$ cat src/rtl/btn_event_arbiter.sv
// rtl/btn_event_arbiter.sv - push-button synchroniser, stability filter and round-robin event channel
//
// Purpose: turns N raw, bouncing, asynchronous button levels into exactly one
// tagged event per physical press, served round-robin over a valid/ready channel.
//
// Ports:
//   clk        system clock, rising edge
//   rst_n      asynchronous active-low reset (release re-timed internally)
//   btn_raw    raw button levels, active-high
//   btn_level  filtered button levels
//   evt_valid  event offered on evt_id
//   evt_id     index of the button whose press is offered
//   evt_ready  consumer accepts the offered event this cycle
//   overrun    sticky per-button flag: a press was lost while one was pending
//   ovr_clr    single-cycle pulse clearing all overrun bits
module btn_event_arbiter #(
  parameter int N_BTN         = 4,
  parameter int STABLE_CYCLES = 16,
  parameter int ID_W          = 2
) (
  input  logic             clk,
  input  logic             rst_n,
  input  logic [N_BTN-1:0] btn_raw,
  output logic [N_BTN-1:0] btn_level,
  output logic             evt_valid,
  output logic [ID_W-1:0]  evt_id,
  input  logic             evt_ready,
  output logic [N_BTN-1:0] overrun,
  input  logic             ovr_clr
);

  localparam int CW = (STABLE_CYCLES > 1) ? $clog2(STABLE_CYCLES) : 1;
  localparam logic [CW-1:0] CNT_MAX = CW'(STABLE_CYCLES - 1);

  typedef enum logic {
    S_IDLE,
    S_OFFER
  } state_t;

  // Reset asserts asynchronously but releases on a clock edge, so no flop
  // sees a reset removal near its active edge.
  logic [1:0]       r_rst_sync;
  logic             w_rst_n;

  logic [N_BTN-1:0] r_sync1;
  logic [N_BTN-1:0] r_sync2;
  logic [CW-1:0]    r_cnt [N_BTN];
  logic [N_BTN-1:0] r_level;
  logic [N_BTN-1:0] r_pending;
  logic [N_BTN-1:0] r_overrun;
  state_t           r_state;
  logic             r_evt_valid;
  logic [ID_W-1:0]  r_evt_id;
  logic [ID_W-1:0]  r_last_grant;

  logic [N_BTN-1:0] w_at_max;
  logic [N_BTN-1:0] w_press;
  logic [N_BTN-1:0] w_clr_mask;
  logic [N_BTN-1:0] w_ovr_set;
  logic             w_found;
  logic [ID_W-1:0]  w_grant;

  always_ff @(posedge clk or negedge rst_n) begin
    if (!rst_n) begin
      r_rst_sync <= 2'b00;
    end else begin
      r_rst_sync <= {r_rst_sync[0], 1'b1};
    end
  end

  assign w_rst_n = r_rst_sync[1];

  // Two-flop synchroniser and per-bit stability filter.
  always_ff @(posedge clk or negedge w_rst_n) begin
    if (!w_rst_n) begin
      r_sync1 <= '0;
      r_sync2 <= '0;
      r_level <= '0;
      for (int i = 0; i < N_BTN; i++) begin
        r_cnt[i] <= '0;
      end
    end else begin
      r_sync1 <= btn_raw;
      r_sync2 <= r_sync1;
      for (int i = 0; i < N_BTN; i++) begin
        if (r_sync2[i] == r_level[i]) begin
          r_cnt[i] <= '0;
        end else if (r_cnt[i] == CNT_MAX) begin
          r_level[i] <= ~r_level[i];
          r_cnt[i]   <= '0;
        end else begin
          r_cnt[i] <= r_cnt[i] + 1'b1;
        end
      end
    end
  end

  // A press is the filter edge on which the level flips from 0 to 1.
  always_comb begin
    w_at_max = '0;
    for (int i = 0; i < N_BTN; i++) begin
      w_at_max[i] = (r_cnt[i] == CNT_MAX);
    end
    w_press = r_sync2 & ~r_level & w_at_max;
  end

  // Round-robin search starting one past the last granted button.
  always_comb begin
    logic [ID_W-1:0] v_idx;
    w_found = 1'b0;
    w_grant = '0;
    v_idx   = '0;
    for (int k = 1; k <= N_BTN; k++) begin
      v_idx = ID_W'((int'(r_last_grant) + k) % N_BTN);
      if (!w_found && r_pending[v_idx]) begin
        w_found = 1'b1;
        w_grant = v_idx;
      end
    end
  end

  always_comb begin
    w_clr_mask = '0;
    if (r_state == S_IDLE && w_found) begin
      w_clr_mask[w_grant] = 1'b1;
    end
  end

  // A press on the bit being granted this cycle just re-arms pending; it is
  // not a lost press.
  assign w_ovr_set = w_press & r_pending & ~w_clr_mask;

  always_ff @(posedge clk or negedge w_rst_n) begin
    if (!w_rst_n) begin
      r_pending <= '0;
      r_overrun <= '0;
    end else begin
      r_pending <= (r_pending & ~w_clr_mask) | w_press;
      r_overrun <= (ovr_clr ? '0 : r_overrun) | w_ovr_set;
    end
  end

  always_ff @(posedge clk or negedge w_rst_n) begin
    if (!w_rst_n) begin
      r_state      <= S_IDLE;
      r_evt_valid  <= 1'b0;
      r_evt_id     <= '0;
      r_last_grant <= ID_W'(N_BTN - 1);
    end else begin
      case (r_state)
        S_IDLE: begin
          if (w_found) begin
            r_evt_id    <= w_grant;
            r_evt_valid <= 1'b1;
            r_state     <= S_OFFER;
          end
        end
        S_OFFER: begin
          if (evt_ready) begin
            r_evt_valid  <= 1'b0;
            r_last_grant <= r_evt_id;
            r_state      <= S_IDLE;
          end
        end
        default: begin
          r_evt_valid <= 1'b0;
          r_state     <= S_IDLE;
        end
      endcase
    end
  end

  assign btn_level = r_level;
  assign evt_valid = r_evt_valid;
  assign evt_id    = r_evt_id;
  assign overrun   = r_overrun;

endmodule

$ cat config.mk
export PLATFORM = sky130hd
export DESIGN_NAME = btn_event_arbiter
export DESIGN_NICKNAME = d
export VERILOG_FILES = /design/src/rtl/btn_event_arbiter.sv
export SDC_FILE = /design/constraint.sdc
export NUM_CORES = 1
export LEC_CHECK = 0
export ABC_AREA = 1
export BUFFER_PORTS_ARGS = -buffer_cell sky130_fd_sc_hd__buf_2
export CAP_MARGIN = 15
export CORE_MARGIN = 2
export CORE_UTILIZATION = 43
export CTS_CLUSTER_SIZE = 10
export DETAILED_ROUTE_END_ITERATION = 8
export GPL_TIMING_DRIVEN = 0
export PLACE_DENSITY = 0.69
export SYNTH_ARGS = -nofsm -noshare
export SYNTH_HDL_FRONTEND = slang
export SYNTH_SLANG_ARGS = --single-unit
$ cat constraint.sdc
create_clock -name clk -period 1.27 [get_ports clk]
set_input_delay 0 -clock clk [delete_from_list [all_inputs] [get_ports clk]]
set_output_delay 0 -clock clk [all_outputs]
set_load 0.01 [all_outputs]
[Yosys cells after proc, flatten, opt, wreduce, memory -nomap -nowiden]
Cells that the tools add are included.
Storage, ports and cells
  output and inout port bits: 11
  input port bits: 8
  logic and storage cells: 108
  register bits: 44
Cells by class
  magnitude comparators: 6
  $add $sub $neg: 8
  reduce and logical (&&, ||, !) cells: 15
  eq/ne operators: 10
  bitwise gates (word level): 18
  muxes and demuxes: 34
Operators with widths (count)
  2-to-1 mux 4 bit: 10
  AND 4 bit: 5
  adder 4 x 1 -> 4 bit (second input constant): 4
  == test 4 bit (second input constant): 4
  less-than comparator 2 x 3 -> 1 bit (second input constant): 5
  AND reduction 2 bit: 7
  2-to-1 mux 1 bit: 13
  inverter 1 bit: 9
  binary-select mux 1 bit (select 2 bit): 4
  2-to-1 mux 2 bit: 4
  inverter 4 bit: 2
  bitwise OR 4 bit: 2
  logical AND 1 bit: 5
  adder 2 x 1 -> 2 bit (second input constant): 2
  adder 2 bit (second input constant): 2
  == test 1 bit: 4
  inequality test 2 bit (second input constant): 2
  one-hot mux 1 bit (2 select lines): 2
  logical NOT 1 bit: 3
  demux 1 bit (select 2 bit): 1
  greater-or-equal comparator 2 x 1 -> 1 bit (second input constant): 1

[Logic depth before layout (Yosys ltp)]
  depth in word-level cells: 21
  gate-level depth with buffers: 13

[Worst setup path before layout]
Ideal clock, no wire load.
  kind: register to register
  start: register r_last_grant[0]
  end: register r_pending[3]
  library setup time: 119 ps
  required time: 1151 ps
  buffers on the path: 1
  arrival: 1405 ps
  cell stages (with the launch flop): 13
  slack: -254 ps
  cells stage by stage: dfstp_2 > buf_6 > nand2_1 > nand2_2 > nand2_1 > nand2_2 > nand2_1 > nand3_1 > nand2_4 > nor2_4 > nand2_1 > nand2_1 > nand2_1
On the way
  cells in the longest elaborated chain, start to end: 21
Ends and longest elaborated chain
  start: declaration: line 54  | logic [ID_W-1:0] r_last_grant;
  start signal: assignment: line 148  | r_last_grant <= ID_W'(N_BTN - 1);
  start signal: assignment: line 161  | r_last_grant <= r_evt_id;
  adder 2 x 1 -> 2 bit: line 114  | v_idx = ID_W'((int'(r_last_grant) + k) % N_BTN);
  binary-select mux 1 bit (select 2 bit): line 115  | if (!w_found && r_pending[v_idx]) begin
  2-to-1 mux 1 bit (implied by the code): line 115
  2-to-1 mux 1 bit: line 115
  logical NOT 1 bit: line 115
  logical AND 1 bit: line 115
  2-to-1 mux 1 bit: line 115
  logical NOT 1 bit: line 115
  [... 5 more ...]
  less-than comparator 2 x 3 -> 1 bit (implied by the code) or greater-or-equal comparator 2 x 1 -> 1 bit (tied branches): line 125  | w_clr_mask[w_grant] = 1'b1;
  logical AND 1 bit (implied by the code): line 125
  2-to-1 mux 1 bit (implied by the code): line 125
  demux 1 bit (select 2 bit): line 125
  2-to-1 mux 4 bit (*): line 124  | if (r_state == S_IDLE && w_found) begin
  inverter 4 bit (*): line 138  | r_pending <= (r_pending & ~w_clr_mask) | w_press;
  AND 4 bit (*): line 138
  bitwise OR 4 bit (*): line 138
  end signal: assignment: line 138
  end: declaration: line 49  | logic [N_BTN-1:0] r_pending;
Mark *: on every way between the ends. The rest lies on a longest branch, timed or not. The select of a mux whose other input is x is not followed.
A chain may end at the register's enable or synchronous reset.

[Worst setup path in the final report]
  start: register r_last_grant[0]
  end: register r_evt_valid (netlist: evt_valid)
On the way
  cells in the longest elaborated chain, start to end: 15
Ends and longest elaborated chain
  adder 2 x 1 -> 2 bit: line 114
  binary-select mux 1 bit (select 2 bit): line 115
  2-to-1 mux 1 bit (implied by the code): line 115
  2-to-1 mux 1 bit: line 115
  logical NOT 1 bit: line 115
  logical AND 1 bit: line 115
  2-to-1 mux 1 bit: line 115
  logical NOT 1 bit: line 115
  logical AND 1 bit: line 115
  2-to-1 mux 1 bit: line 115
  logical NOT 1 bit: line 115
  logical AND 1 bit: line 115
  2-to-1 mux 1 bit (*): line 115
  inequality test 2 bit (no line) (*)
  AND reduction 2 bit (no line) (*)
  end signal: assignment: line 146  | r_evt_valid <= 1'b0;
  end signal: assignment: line 154  | r_evt_valid <= 1'b1;
  end signal: assignment: line 160  | r_evt_valid <= 1'b0;
  end: declaration: line 52  | logic r_evt_valid;
Marks and branches as above.

==> results.md <==
* Layout area overhead at 23.69%
* Status: finished with violations
* Initial Utilization at 0.4392
* CP Data Arrival Time at 1.96 ns
* Die Y at 72.77 um
* Unrepaired setup endpoints after global routing: true
* Finish-stage setup viols at 12
* Violated checks: negative setup slack
* Post-synth cell types at 24
* Filler cell count at 421
* Fin util at 0.5432
* Most used DFF post-synth: dfrtp_1
* Clock skew at 0.01070 ns
* Number of flops mapped to enable cells by yosys at 0
* Die width at 72.77 um
* Worst stage delay on the critical path at 0.57 ns
* Via-per-instance ratio at 4.892
* Inserted Clock Buffers at 5
* Async set-reset flop share out of synthesis at 1.000
* Flops & latches, synth at 44
* Largest net degree at the start of global routing at 43
* Leakage at 0.001312 uW
* CP Data Required Time at 1.47 ns
* Power density cells at 2048 mW/mm2
* Clock slew at reported path FFs at 0.08 ns
* DR WL/cell at 11.86 um
* Most frequent cell after synthesis: nand2_1
* Gpl congestion at 0.8376
* Top-area cell type share of the netlist area at 0.5169
* Worst skew pair latency at 0.30 ns
* Layout cells sized above 1 at 0.3077
* GR Util All Layers at 0.1527
* Vias in the first global route at 1477
* Row cnt at 25
* Die Area at 0.005295 mm2
* Cells taking the most area after synthesis: dfrtp_1, nand2_1, ha_1, inv_1, nor2_1
* Placed cells at 293
* Final Max Tran Viols at 0
* Critical path class: register to register
* Startpoint types: register
* Residual DRC at 0
* Synth area leader: dfrtp_1
* Sequential-to-total area share from yosys stat at 0.5428
* Dpl ws at -0.4080 ns
* Slew HR at 0.4190
* Slew @ Worst Pin at 0.8715 ns
* Critical path, cell by cell: buf_6, buf_6, nand2_2, nand2_1, nor2_1, nor2_1, nand3_2, nand2_4, inv_4, o21a_1
* Area of the mapped netlist at 0.002033 mm2
* Maximum VDD drop at 1.187 mV
* First-pass GRT wire length at 6161 um
* Clock root buffer: clkbuf_8
* HP Class: input port to register
* Post-Syn Nets at 237
* Via count at 1536
* Top Ports at 19
* Final WS setup at -0.4897 ns
* DRT Wirelength at 3723 um
* Final antenna diode count at 0
* Yosys warnings at 0
* Critical Path Fanout Max at 6
* Area of the multi-input gates at 903.4 um2
* First-pass iteration count of the detailed router at 4
* # port buffers at 18
* Non-Filler Instances at 314
* Syn avg cell area at 9.200 um2
* Max Root-Sink Buffers at 2
* Detail Placement HPWL at 2450 um
* Worst setup EP type: register
* DRT antenna net count at 0
* Grt ovf at 0
* Fmax at 568.3 MHz
* Commonest cells in the netlist: nand2_1, dfrtp_1, inv_1, nor2_1, nand3_1
* Tcrit/Tclk final at 1.386
* H-Tree Depth at 2
* Max stage delay cell, worst path: dfstp_2
* Min cycle time layout at 1.760 ns
* Final hold vios at 0
* MaxCap Viol Count at 0
* CTS tree: yes
* Core region area at 0.004629 mm2
* FF/Latch Area at 0.001105 mm2
* Initial antenna violation count at 0
* Mapped Cells at 221
* Layout net count at 275
* CTS sink cnt at 44
* Iteration-0 DRC Markers at 45
## metal layers
layer	track usage	wire length (um)	up-vias
met5	0	0	-
met4	0.08025	93	0
met3	0.03315	88	8
met2	0.2576	2007	16
met1	0.1825	1534	743
li1	-	-	769
## repair_timing
| item | 4_1_cts | 5_1_grt |
|---|---|---|
| setup buffers | 2 | 3 |
| hold buffers | 8 | 0 |
| hold endpoints to repair | 10 | 0 |
| pin swaps | 0 | 19 |
| cloned | 0 | 0 |
| resized for setup | 3 | 22 |
| setup endpoints to repair | 12 | 12 |
## worst max-delay path, delay by kind of cell (launching register included)
| family | cells | cell delay (ns) |
|---|---|---|
| AOI/OAI and AO/OA | 1 | 0.16 |
| buffers and inverters | 3 | 0.32 |
| DFF | 1 | 0.57 |
| and+or+nand+nor | 6 | 0.61 |
## state kept, by name (all words and copies together) (netlist names)
name          count
r_cnt            16
r_rst_sync        2
overrun           4
r_pending         4
r_state           1
r_sync1           4
evt_valid         1
evt_id            2
btn_level         4
r_last_grant      2
r_sync2           4
## placed cells by master (no fill, tap or decap), types with 2 or more instances in the layout
cell and count:
buf_2 18, inv_4 3, nand2_1 42, inv_1 21, o21ai_1 2, o21ai_0 6, nand4_1 5, inv_2 3
buf_6 2, nor2_1 22, dlygate4sd3_1 8, nand2_2 21, nand3_2 8, nor2_4 3, xor2_1 8, dfrtp_1 41
ha_1 8, nand3_1 9, clkbuf_8 5, dfstp_2 2, buf_4 4, nand2_4 5, a21oi_1 4
## metrics by stage
step / setup TNS, ns / area (um2) / power (uW) / hold slack, ns
6_report: -5.417 / 2515 / 5150 / 0.3413
2_1_floorplan: -2.548 / 2064 / 3341 / -0.2956
4_1_cts: -4.184 / 2434 / 4817 / 0.3306
3_5_place_dp: -4.302 / 2222 / 3692 / -0.2126
3_3_place_gp: -4.151 / 2222 / 3655 / -0.2143
5_1_grt: -6.176 / 2515 / 5469 / 0.3486
## report_power, final
part           switching [uW]  internal, uW  total (uW)  leakage, uW
Sequential                187          1620        1800     0.000566
Clock                     459           584        1040    0.0000552
Combinational            1430           878        2300     0.000690
## layout make-up
class	instances	area share
well taps	54	0.02687
flip-flops and latches	44	0.4393
repair buffers	31	0.08408
inverters	27	0.04328
multi-input cells	149	0.3592
clock buffers	6	0.02886
clock inverters	2	0.01393
plain buffers	1	0.004478
## logic make-up (layout without fill, tap and decap cells)
group	count (synthesis)	count (layout)	share of synthesized area
AO/OA/AOI/OAI	16	16	0.04246
AND/OR/NAND/NOR	116	116	0.2726
buffers and inverters	28	67	0.05662
flip-flops	44	44	0.5428
other	1	1	0.001844
XOR/XNOR	8	8	0.03446
adder cells (fa/ha/maj)	8	8	0.04923
## final timing paths
check	endpoint	cells after the start	startpoint	slack (ns)
worst max-delay path	evt_valid	10	r_last_grant[0]	-0.49
max in group asynchronous	r_sync1[1]	0	r_rst_sync[1]	0.33
worst min register to register	r_rst_sync[1]	0	r_rst_sync[0]	0.36
worst max register to register	evt_valid	10	r_last_grant[0]	-0.49
worst min-delay path	r_sync1[0]	2	btn_raw[0]	0.34
min in group asynchronous	r_sync1[0]	0	r_rst_sync[1]	0.39
Note: power is estimated with default switching activity, not from simulation.
